[src/rtl/multi_clk_div.sv]
`timescale 1ns / 1ps
`default_nettype none
// ============================================================================
//  Module   : multi_clk_div
//  Purpose  : Multi-channel programmable clock-enable generator. Each channel
//             emits a one-cycle tick every D cycles and a 50% square wave of
//             period 2*D. Divisor changes are applied at period boundaries.
//  Revision : 1.0 - initial release
// ============================================================================
module multi_clk_div #(
   parameter int NUM_CH    = 2,
   parameter int CNT_WIDTH = 26
) (
   input  logic                        i_clk,
   input  logic                        i_rst_n,
   input  logic                        i_en,
   input  logic                        i_sync,
   input  logic [NUM_CH*CNT_WIDTH-1:0] i_div,
   output logic [NUM_CH-1:0]           o_tick,
   output logic [NUM_CH-1:0]           o_wave
);

   localparam logic [CNT_WIDTH-1:0] c_ZERO = '0;
   localparam logic [CNT_WIDTH-1:0] c_ONE  = {{(CNT_WIDTH-1){1'b0}}, 1'b1};

   generate
      for (genvar k = 0; k < NUM_CH; k++) begin : g_ch
         logic [CNT_WIDTH-1:0] cnt_q, cnt_d;
         logic [CNT_WIDTH-1:0] div_q, div_d;
         logic                 tick_q, tick_d;
         logic                 wave_q, wave_d;
         logic [CNT_WIDTH-1:0] w_div_req;
         logic                 w_term;

         assign w_div_req = i_div[k*CNT_WIDTH +: CNT_WIDTH];
         // Terminal count; only meaningful when the active divisor is non-zero,
         // so the wrap of div_q-1 at zero is never consulted.
         assign w_term    = (cnt_q == (div_q - c_ONE));

         // Next-state selection in priority order: sync, idle, hold, terminal, count.
         always_comb begin
            cnt_d  = cnt_q;
            div_d  = div_q;
            tick_d = 1'b0;
            wave_d = wave_q;
            if (i_sync) begin
               cnt_d  = c_ZERO;
               wave_d = 1'b0;
               div_d  = w_div_req;
            end else if (div_q == c_ZERO) begin
               // Idle channel keeps sampling the request so it can start at any time.
               cnt_d  = c_ZERO;
               div_d  = w_div_req;
            end else if (!i_en) begin
               cnt_d  = cnt_q;
            end else if (w_term) begin
               tick_d = 1'b1;
               wave_d = ~wave_q;
               cnt_d  = c_ZERO;
               div_d  = w_div_req;
            end else begin
               cnt_d  = cnt_q + c_ONE;
            end
         end

         // Channel state registers with asynchronous clear.
         always_ff @(posedge i_clk or negedge i_rst_n) begin
            if (!i_rst_n) begin
               cnt_q  <= c_ZERO;
               div_q  <= c_ZERO;
               tick_q <= 1'b0;
               wave_q <= 1'b0;
            end else begin
               cnt_q  <= cnt_d;
               div_q  <= div_d;
               tick_q <= tick_d;
               wave_q <= wave_d;
            end
         end

         assign o_tick[k] = tick_q;
         assign o_wave[k] = wave_q;
      end
   endgenerate

endmodule
`default_nettype wire

[config.mk]
export PLATFORM = sky130hd
export DESIGN_NAME = multi_clk_div
export DESIGN_NICKNAME = d
export VERILOG_FILES = /design/src/rtl/multi_clk_div.sv
export SDC_FILE = /design/constraint.sdc
export NUM_CORES = 1
export LEC_CHECK = 0
export CORE_MARGIN = 3
export CORE_UTILIZATION = 50
export CTS_CLUSTER_DIAMETER = 100
export DETAILED_ROUTE_END_ITERATION = 8
export HOLD_SLACK_MARGIN = 0.05
export MAX_ROUTING_LAYER = met4
export PLACE_DENSITY_LB_ADDON = 0.12
export SYNTH_ARGS = -nofsm -noshare
export SYNTH_HDL_FRONTEND = slang
export SYNTH_SLANG_ARGS = --single-unit
[constraint.sdc]
create_clock -name i_clk -period 9.1 [get_ports i_clk]
set_input_delay 2.73 -clock i_clk [delete_from_list [all_inputs] [get_ports i_clk]]
set_output_delay 2.73 -clock i_clk [all_outputs]
set_load 0.01 [all_outputs]
Word level (Yosys, flattened, before mapping)
Cells that the tools add are included.
{"block": "word_totals", "reg_bits": 108, "input_bits": 56, "output_inout_bits": 4, "word_cells": 63}
{"block": "classes", "addsub": 4, "n_eq_ne": 4, "muxes": 32, "bitwise": 2, "n_reduce_logical": 13}
{"operator": "$mux W26", "count": 16}
{"operator": "$add A26 B1 Y26 const B", "count": 2}
{"operator": "$eq A26 B26 Y1", "count": 2}
{"operator": "$logic_not A26 Y1", "count": 2}
{"operator": "$sub A26 B1 Y26 const B", "count": 2}
{"operator": "$mux W1", "count": 16}
{"operator": "$reduce_bool A3 Y1", "count": 4}
{"operator": "$reduce_and A3 Y1", "count": 2}
{"operator": "$reduce_bool A2 Y1", "count": 3}
{"operator": "$ne A2 B2 Y1 const B", "count": 2}
{"operator": "$reduce_and A2 Y1", "count": 2}
{"operator": "$not A1 Y1", "count": 2}

Depth between registers and ports, before layout
Gate-level depths: netlist of run 1.
{"block": "depth", "depth_word": 6, "ltp_mapped": 13, "depth_no_buf": 10}

Worst setup path after synthesis of run 1
OpenSTA, ideal clock, no wires.
{"block": "synth_path", "kind": "input port to flip-flop", "start": "input i_en", "end": "register g_ch[0].cnt_q[24]", "setup_ns": 0.118, "arrival_ns": 4.229, "required_time_ns": 8.982, "setup_slack_ns": 4.753, "cell_stages": 8, "n_path_buf": 2, "cell_sequence": "clkbuf_1 > nor2_1 > a211oi_1 > and3_1 > clkbuf_1 > nand4_1 > xor2_1 > nor2_1"}
{"block": "synth_between", "elab_chain_cells": 1}
{"element": "start, declared", "line_no": "16", "text": "input logic i_en,"}
{"element": "$reduce_bool A3 Y1 (no line)"}
{"element": "end signal, assigned", "line_no": "69", "text": "cnt_q <= c_ZERO;"}
{"element": "end signal, assigned", "line_no": "74", "text": "cnt_q <= cnt_d;"}
{"element": "end, declared", "line_no": "28", "text": "logic [CNT_WIDTH-1:0] cnt_q, cnt_d;"}
No other way between the ends.
A chain may end at the register's enable or synchronous reset.

Final worst setup path of run 1
{"block": "layout_path", "start": "input i_sync", "end": "register g_ch[1].cnt_q[24]"}
{"block": "layout_between", "elab_chain_cells": 1, "word_cells_on_any_way": 2, "classes_between": "1 x mux; 1 x reduce/logical"}
{"element": "start, declared", "line_no": "17", "text": "input logic i_sync,"}
{"element": "$reduce_bool A3 Y1 (no line) or $mux W26 (tied branches)"}
{"element": "end signal, assigned", "line_no": "69"}
{"element": "end signal, assigned", "line_no": "74"}
{"element": "end, declared", "line_no": "28"}
Parallel ways exist; a longest one is shown, timed or not.

==> run summary, run 1 <==
Outcome: completed
Period utilization: 54.3%
DRT iter0 DRCs: 333
Worst vdd ir: 0.105 mV
Clk pin slew, worst setup/hold paths: 0.07 ns
Post-synthesis sequential area ratio: 39.7%
Internal: 0.000806 W
Setup violators final: 0
Post-CTS sizing: 0
I/O pin cnt: 60
RSZ-0062 raised after global routing: false
Die Y: 123 µm
Clock skew: 0.0116 ns
Hold Vio Cnt, Final: 0
Detail Route Antenna Nets: 0
Antenna cells: 0
WL/cell: 16.5 µm
Top cells by area, synth: dfrtp_1 (40%), xnor2_1 (8.4%), xor2_1 (6.8%)
Critical-path cell list: clkdlybuf4s50_1 -> inv_1 -> o41ai_4 -> o21bai_1 -> nor2_1 -> nand3_1 -> xnor2_1 -> and2_1
Layout area overhead: 13.9%
Pre-CTS setup slack: 3.78 ns
Post-layout instance area: 7760 µm²
Post-Syn Area per Cell: 10.0 µm²
Post-DP Area: 7460 µm²
Clock Power Share: 36.3%
TritonCTS buffer count: 9
FP Rows: 42
Tot Pwr: 0.00111 W
Post-DR vias/cell: 5.71
Crit Path Max Fanout: 9
H-tree depth reported by CTS: 3
CTS root buffer: clkbuf_16
Switch share: 27.2%
HP Class: flop to flop
Core area: 13300 µm²
Sw Pwr: 0.000301 W
Initial Util: 51.3%
P_leak: 3.14 nW
Max-cap violations: 0
Fin util: 58.4%
Clock sinks: 108
Post-synthesis sequential element count: 108
Tmin final: 4.94 ns
Post-synth EDFFs: 0
Slew Limit Fails: 0
Worst path slowest cell: clkdlybuf4s50_1
Vias in the first global route: 5099
Die Width: 123 µm
Mapped Area: 6820 µm²
Routability cong.: 0.886
Hold Path Stages: 1
Global-route wire length before repair: 24900 µm
Share of layout cells above drive strength 1: 9.93%
Hpwl dp: 10800 µm
Pin slew with the least headroom to its limit: 0.964 ns
Worst setup margin: 4.16 ns
Data arrival, critical path: 5.19 ns
Slew HR: 35.7%
Area share of the largest cell type after synthesis: 39.7%
R2R cell count: 9
CP startpoint kind: input pin
Die ar.: 15100 µm²
Post-CTS setup repair buffer count: 0
Max clock buf depth: 2
HP Start: g_ch[0].div_q[1]
First-pass iteration count of the detailed router: 4
Worst setup EP type: flop
Filler instances: 1156
Reg2Reg Setup Slack: 5.05 ns
Total gr overflow: 0
Largest net degree at the start of global routing: 78
Worst setup path class: input pin to flop
All-Layer GR Usage: 21.4%
Setup_tns: 0 ns
Crit path required time: 9.35 ns
RR Startpoint: g_ch[0].div_q[0]
Mapped Nets: 740
Final #Nets: 780
Synth warnings: 0
F_max: 0.202 GHz
Initial antenna violation count: 0
CTS tree: built
Comb power frac: 14.4%
Power Dens Cells: 143 nW/µm²
Asr flop ratio synth: 100%
Area leader, netlist: dfrtp_1
Worst-skew pair later-pin latency: 0.36 ns
PortBufs: 59
Post-CTS Hold Fix Bufs: 0
FF-to-FF End: g_ch[0].div_q[0]
Synth Flop Type: dfrtp_1
Remaining routing DRC violations: 0
Final wirelength: 14900 µm
Post-Synthesis Cells: 680
Post-synthesis cell type count: 75
Max incr delay on CP: 0.68 ns
Via count: 5149
Register share of total power: 49.3%
Hold Crit Endpoint: g_ch[0].div_q[1]
## worst max-delay path by stage
stage               startpoint                 to  slack [ns]  depth (start not counted)
finish                  i_sync  g_ch[1].cnt_q[24]        4.16                          8
CTS                     i_sync  g_ch[1].cnt_q[22]        4.10                          8
detailed placement      i_sync  g_ch[1].cnt_q[22]        3.78                          8
floorplan                 i_en  g_ch[0].cnt_q[24]        4.75                          8
global route              i_en  g_ch[0].cnt_q[24]        4.04                          7
global placement        i_sync  g_ch[1].cnt_q[22]        3.90                          8
## synth_stat cells, drive strengths merged (6+ instances only)
cell type and number:
dfrtp 108, xnor2 65, nor2 55, xor2 53, mux2 48, nand3 44
nand2 30, nor3 28, and2 24, buf 22, inv 15, nand4 15
o21ai 13, and3 12, nor4 12, clkbuf 11, or4 11, a21oi 9
nor2b 8, and4 7, or3 7, a31oi 6, nand2b 6
## per-stage QoR
stage	instances	hold WS, ns
after global placement	885	0.549
final	901	0.575
after detailed placement	885	0.559
after CTS	901	0.576
after global routing	901	0.582
after floorplan	680	0.518
## power by group through the flow
| stage | sequential (W) | clock (W) | combinational (W) |
|---|---|---|---|
| global route | 0.000551 | 0.000438 | 0.000176 |
| global placement | 0.000553 | 0 | 0.000156 |
| detailed placement | 0.000554 | 0 | 0.000160 |
| floorplan | 0.000537 | 0 | 0.000117 |
| CTS | 0.000545 | 0.000415 | 0.000161 |
| finish | 0.000546 | 0.000402 | 0.000159 |
## sequential cells by signal, summed over array words and instances (netlist names)
register / count
g_ch.cnt_q: 52
g_ch.div_q: 52
g_ch.tick_q: 2
g_ch.wave_q: 2
## per-layer routing
metal / track usage [%] / wire length (µm)
met1: 25.3 / 6410
met2: 37.1 / 7760
met3: 4.47 / 546
met4: 5.25 / 163
met5: - / 0
## critical path: cells and delay by family
kind	cells	cell delay, ns
AO/OA/AOI/OAI	2	0.35
AND/OR/NAND/NOR	3	0.99
buffers and inverters	2	0.92
XOR/XNOR	1	0.19
## layout make-up
type,count,area [µm²],share of cell area (%)
well taps,176,220,2.84
flip-flops and latches,108,2700,34.8
clock buffers,10,229,2.95
inverters,15,56.3,0.726
repair buffers,62,611,7.87
clock inverters,6,71.3,0.919
multi-input cells,524,3870,49.9
## logic make-up (layout without fill, tap and decap cells)
logic type / after synthesis / after routing / share of synthesized area (%)
adder cells (fa/ha/maj): 4 / 4 / 0.734
flip-flops: 108 / 108 / 39.7
AO/OA/AOI/OAI: 70 / 70 / 8.21
AND/OR/NAND/NOR: 281 / 281 / 23.2
XOR/XNOR: 118 / 118 / 15.2
buffers and inverters: 48 / 93 / 3.56
multiplexers: 51 / 51 / 9.47
## cell usage in the layout (no fill, tap or decap), types with 7 or more instances in the layout
master and count:
o21ai_0 11, nor2b_1 8, and3_1 12, nor2_1 55, and2_1 23, nor3_1 27, xor2_1 53, nand4_1 15
and4_1 7, or4_1 9, clkdlybuf4s50_1 58, a21oi_1 9, mux2_1 16, mux2_2 12, xnor2_1 65, inv_1 15
clkbuf_16 9, nand2_1 30, dfrtp_1 108, mux2_4 20, or3_1 7, nor4_1 10, nand3_1 42
No activity file was read; power rests on OpenSTA's default activity.
==> run 2, diff against run 1 <==
==> constraint.sdc (replaced) <==
create_clock -name i_clk -period 5 [get_ports i_clk]
set_input_delay 1.5 -clock i_clk [delete_from_list [all_inputs] [get_ports i_clk]]
set_output_delay 1.5 -clock i_clk [all_outputs]
set_load 0.01 [all_outputs]
==> run 2 against run 1 <==
- clock power grew 110%
- cell area rose by 1.4%
- largest cell class unchanged
- critical endpoint is now g_ch[0].div_q[20]
- first-iteration DRC count decreased by 6.3%
- sequential power is 82% higher
- highest routed layer unchanged
- combinational power rose by 86%
==> run summary, run 2 (synthesis gave the netlist of run 1 again) <==
Reg2Reg Setup Slack: 1.01 ns (was 5.05 ns)
P_leak: 3.20 nW (was 3.14 nW)
WP depth: 9 (was 8)
Data arrival, critical path: 4.22 ns (was 5.19 ns)
Post-DR vias/cell: 5.74 (was 5.71)
R2R cell count: 9 (unchanged)
WL/cell: 16.8 µm (was 16.5 µm)
Die Width: 123 µm (unchanged)
Fin util: 59.2% (was 58.4%)
Detail Route Antenna Nets: 0 (unchanged)
Hold Vio Cnt, Final: 0 (unchanged)
Antenna cells: 0 (unchanged)
Commonest cells after routing, fill and taps aside: dfrtp_1 (108), xnor2_1 (65), clkdlybuf4s50_1 (58) (unchanged)
Layout area overhead: 15.5% (was 13.9%)
Post-CTS sizing: 0 (unchanged)
Worst vdd ir: 0.291 mV (was 0.105 mV)
Outcome: completed (unchanged)
F_max: 0.251 GHz
Post-layout instance area: 7870 µm² (was 7760 µm²)
Setup_tns: 0 ns (unchanged)
Slew Limit Fails: 0 (unchanged)
Hold Crit Endpoint: g_ch[1].div_q[12] (was g_ch[0].div_q[1])
All-Layer GR Usage: 21.4% (about the same)
CTS root buffer: clkbuf_16 (unchanged)
H-tree depth reported by CTS: 3 (unchanged)
Registers with the most flip-flops: g_ch.cnt_q x52, g_ch.div_q x52 (unchanged)
Clock sinks: 108 (unchanged)
Worst path slowest cell: or4b_2 (was clkdlybuf4s50_1)
Filler instances: 1115 (was 1156)
Max-cap violations: 0 (unchanged)
Slew HR: 30.8% (was 35.7%)
I/O pin cnt: 60 (unchanged)
Most common cell after layout, fill and taps aside: dfrtp_1 (unchanged)
Critical-path cell list: nor3_1 -> nand3_1 -> or4b_2 -> a221oi_1 -> and4_1 -> nand3_2 -> nand3_2 -> buf_4 -> mux2_2 (was clkdlybuf4s50_1 -> inv_1 -> o41ai_4 -> o21bai_1 -> nor2_1 -> nand3_1 -> xnor2_1 -> and2_1)
Max clock buf depth: 2 (unchanged)
Share of layout cells above drive strength 1: 10.9% (was 9.93%)
Core area: 13300 µm² (unchanged)
DRT iter0 DRCs: 312 (was 333)
Hpwl dp: 11200 µm (was 10800 µm)
Largest net degree at the start of global routing: 51 (was 78)
Period utilization: 79.8%
Worst path most repeated cell: nand3_2
FF-to-FF End: g_ch[0].div_q[20] (was g_ch[0].div_q[0])
RR Startpoint: g_ch[0].div_q[0] (unchanged)
Clock skew: 0.00883 ns (was 0.0116 ns)
Worst setup EP type: flop (unchanged)
Tot Pwr: 0.00213 W (was 0.00111 W)
Tmin final: 3.99 ns
Total gr overflow: 0 (unchanged)
Die ar.: 15100 µm² (unchanged)
Crit Path Max Fanout: 50 (was 9)
Routability cong.: 0.956 (was 0.886)
Pre-CTS setup slack: 1.04 ns (was 3.78 ns)
FP Rows: 42 (unchanged)
Initial Util: 51.3% (unchanged)
Crit path required time: 5.23 ns (was 9.35 ns)
Pin slew with the least headroom to its limit: 1.03 ns (was 0.964 ns)
CP startpoint kind: flop (was input pin)
Post-CTS Hold Fix Bufs: 0 (unchanged)
Via count: 5210 (was 5149)
CTS tree: built (unchanged)
Die Y: 123 µm (unchanged)
Final #Nets: 787 (was 780)
Vias in the first global route: 5172 (was 5099)
Remaining routing DRC violations: 0 (unchanged)
PortBufs: 59 (unchanged)
Kind of cell adding the most delay to the critical path: simple AND/OR/NAND/NOR gates (unchanged)
Clk pin slew, worst setup/hold paths: 0.07 ns (about the same)
Global-route wire length before repair: 24900 µm (about the same)
Final wirelength: 15200 µm (was 14900 µm)
HP Start: g_ch[1].div_q[12] (was g_ch[0].div_q[1])
Worst path bufs/invs: 1 (was 2)
Power Dens Cells: 271 nW/µm² (was 143 nW/µm²)
HP Class: flop to flop (unchanged)
Worst setup path class: flop to flop (was input pin to flop)
Max incr delay on CP: 0.69 ns (was 0.68 ns)
RSZ-0062 raised after global routing: false (unchanged)
Worst setup margin: 1.01 ns (was 4.16 ns)
TritonCTS buffer count: 9 (unchanged)
Hold Path Stages: 1 (unchanged)
Post-DP Area: 7510 µm² (was 7460 µm²)
Setup violators final: 0 (unchanged)
Post-CTS setup repair buffer count: 0 (unchanged)
Worst-skew pair later-pin latency: 0.35 ns (was 0.36 ns)
First-pass iteration count of the detailed router: 4 (unchanged)
Initial antenna violation count: 0 (unchanged)
-- run 2: routing by layer --
| layer | vias to the layer above | global-route usage [%] | wire (µm) |
|---|---|---|---|
| met5 | - | - | 0 |
| li1 | 2521 | - | - |
| met2 | 124 | 35.8 | 7460 |
| met3 | 32 | 4.98 | 695 |
| met4 | 0 | 8.40 | 403 |
| met1 | 2533 | 25.0 | 6680 |
-- run 2: layout make-up --
type | instances | area [µm²] | area share (%)
timing repair buffer | 69 | 663 | 8.43
sequential | 108 | 2700 | 34.3
inverter | 15 | 56.3 | 0.716
tap | 176 | 220 | 2.80
clock inverter | 6 | 118 | 1.49
multi-input combinational | 524 | 3870 | 49.2
clock buffer | 10 | 239 | 3.04
-- run 2: through the flow --
stage	std cells	hold slack, ns
2_1_floorplan	680	0.518
3_3_place_gp	892	0.551
3_5_place_dp	892	0.551
4_1_cts	908	0.572
5_1_grt	908	0.610
6_report	908	0.566
-- run 2: how the worst max path moves through the flow --
stage | startpoint | end | slack [ns]
after floorplan | g_ch[0].div_q[0] | g_ch[0].div_q[12] | 1.83
after global placement | g_ch[0].div_q[0] | g_ch[0].div_q[16] | 1.11
after detailed placement | g_ch[0].div_q[0] | g_ch[0].div_q[1] | 1.04
after CTS | g_ch[0].div_q[0] | g_ch[0].div_q[20] | 1.02
after global routing | g_ch[0].div_q[0] | g_ch[0].div_q[12] | 0.65
final | g_ch[0].div_q[0] | g_ch[0].div_q[20] | 1.01
-- run 2: where the power goes --
| group | internal, W | switching, W | leakage [nW] |
|---|---|---|---|
| Clock | 0.000509 | 0.000331 | 0.171 |
| Sequential | 0.000917 | 0.0000770 | 1.39 |
| Combinational | 0.000159 | 0.000137 | 1.64 |
| Total | 0.00158 | 0.000544 | 3.20 |
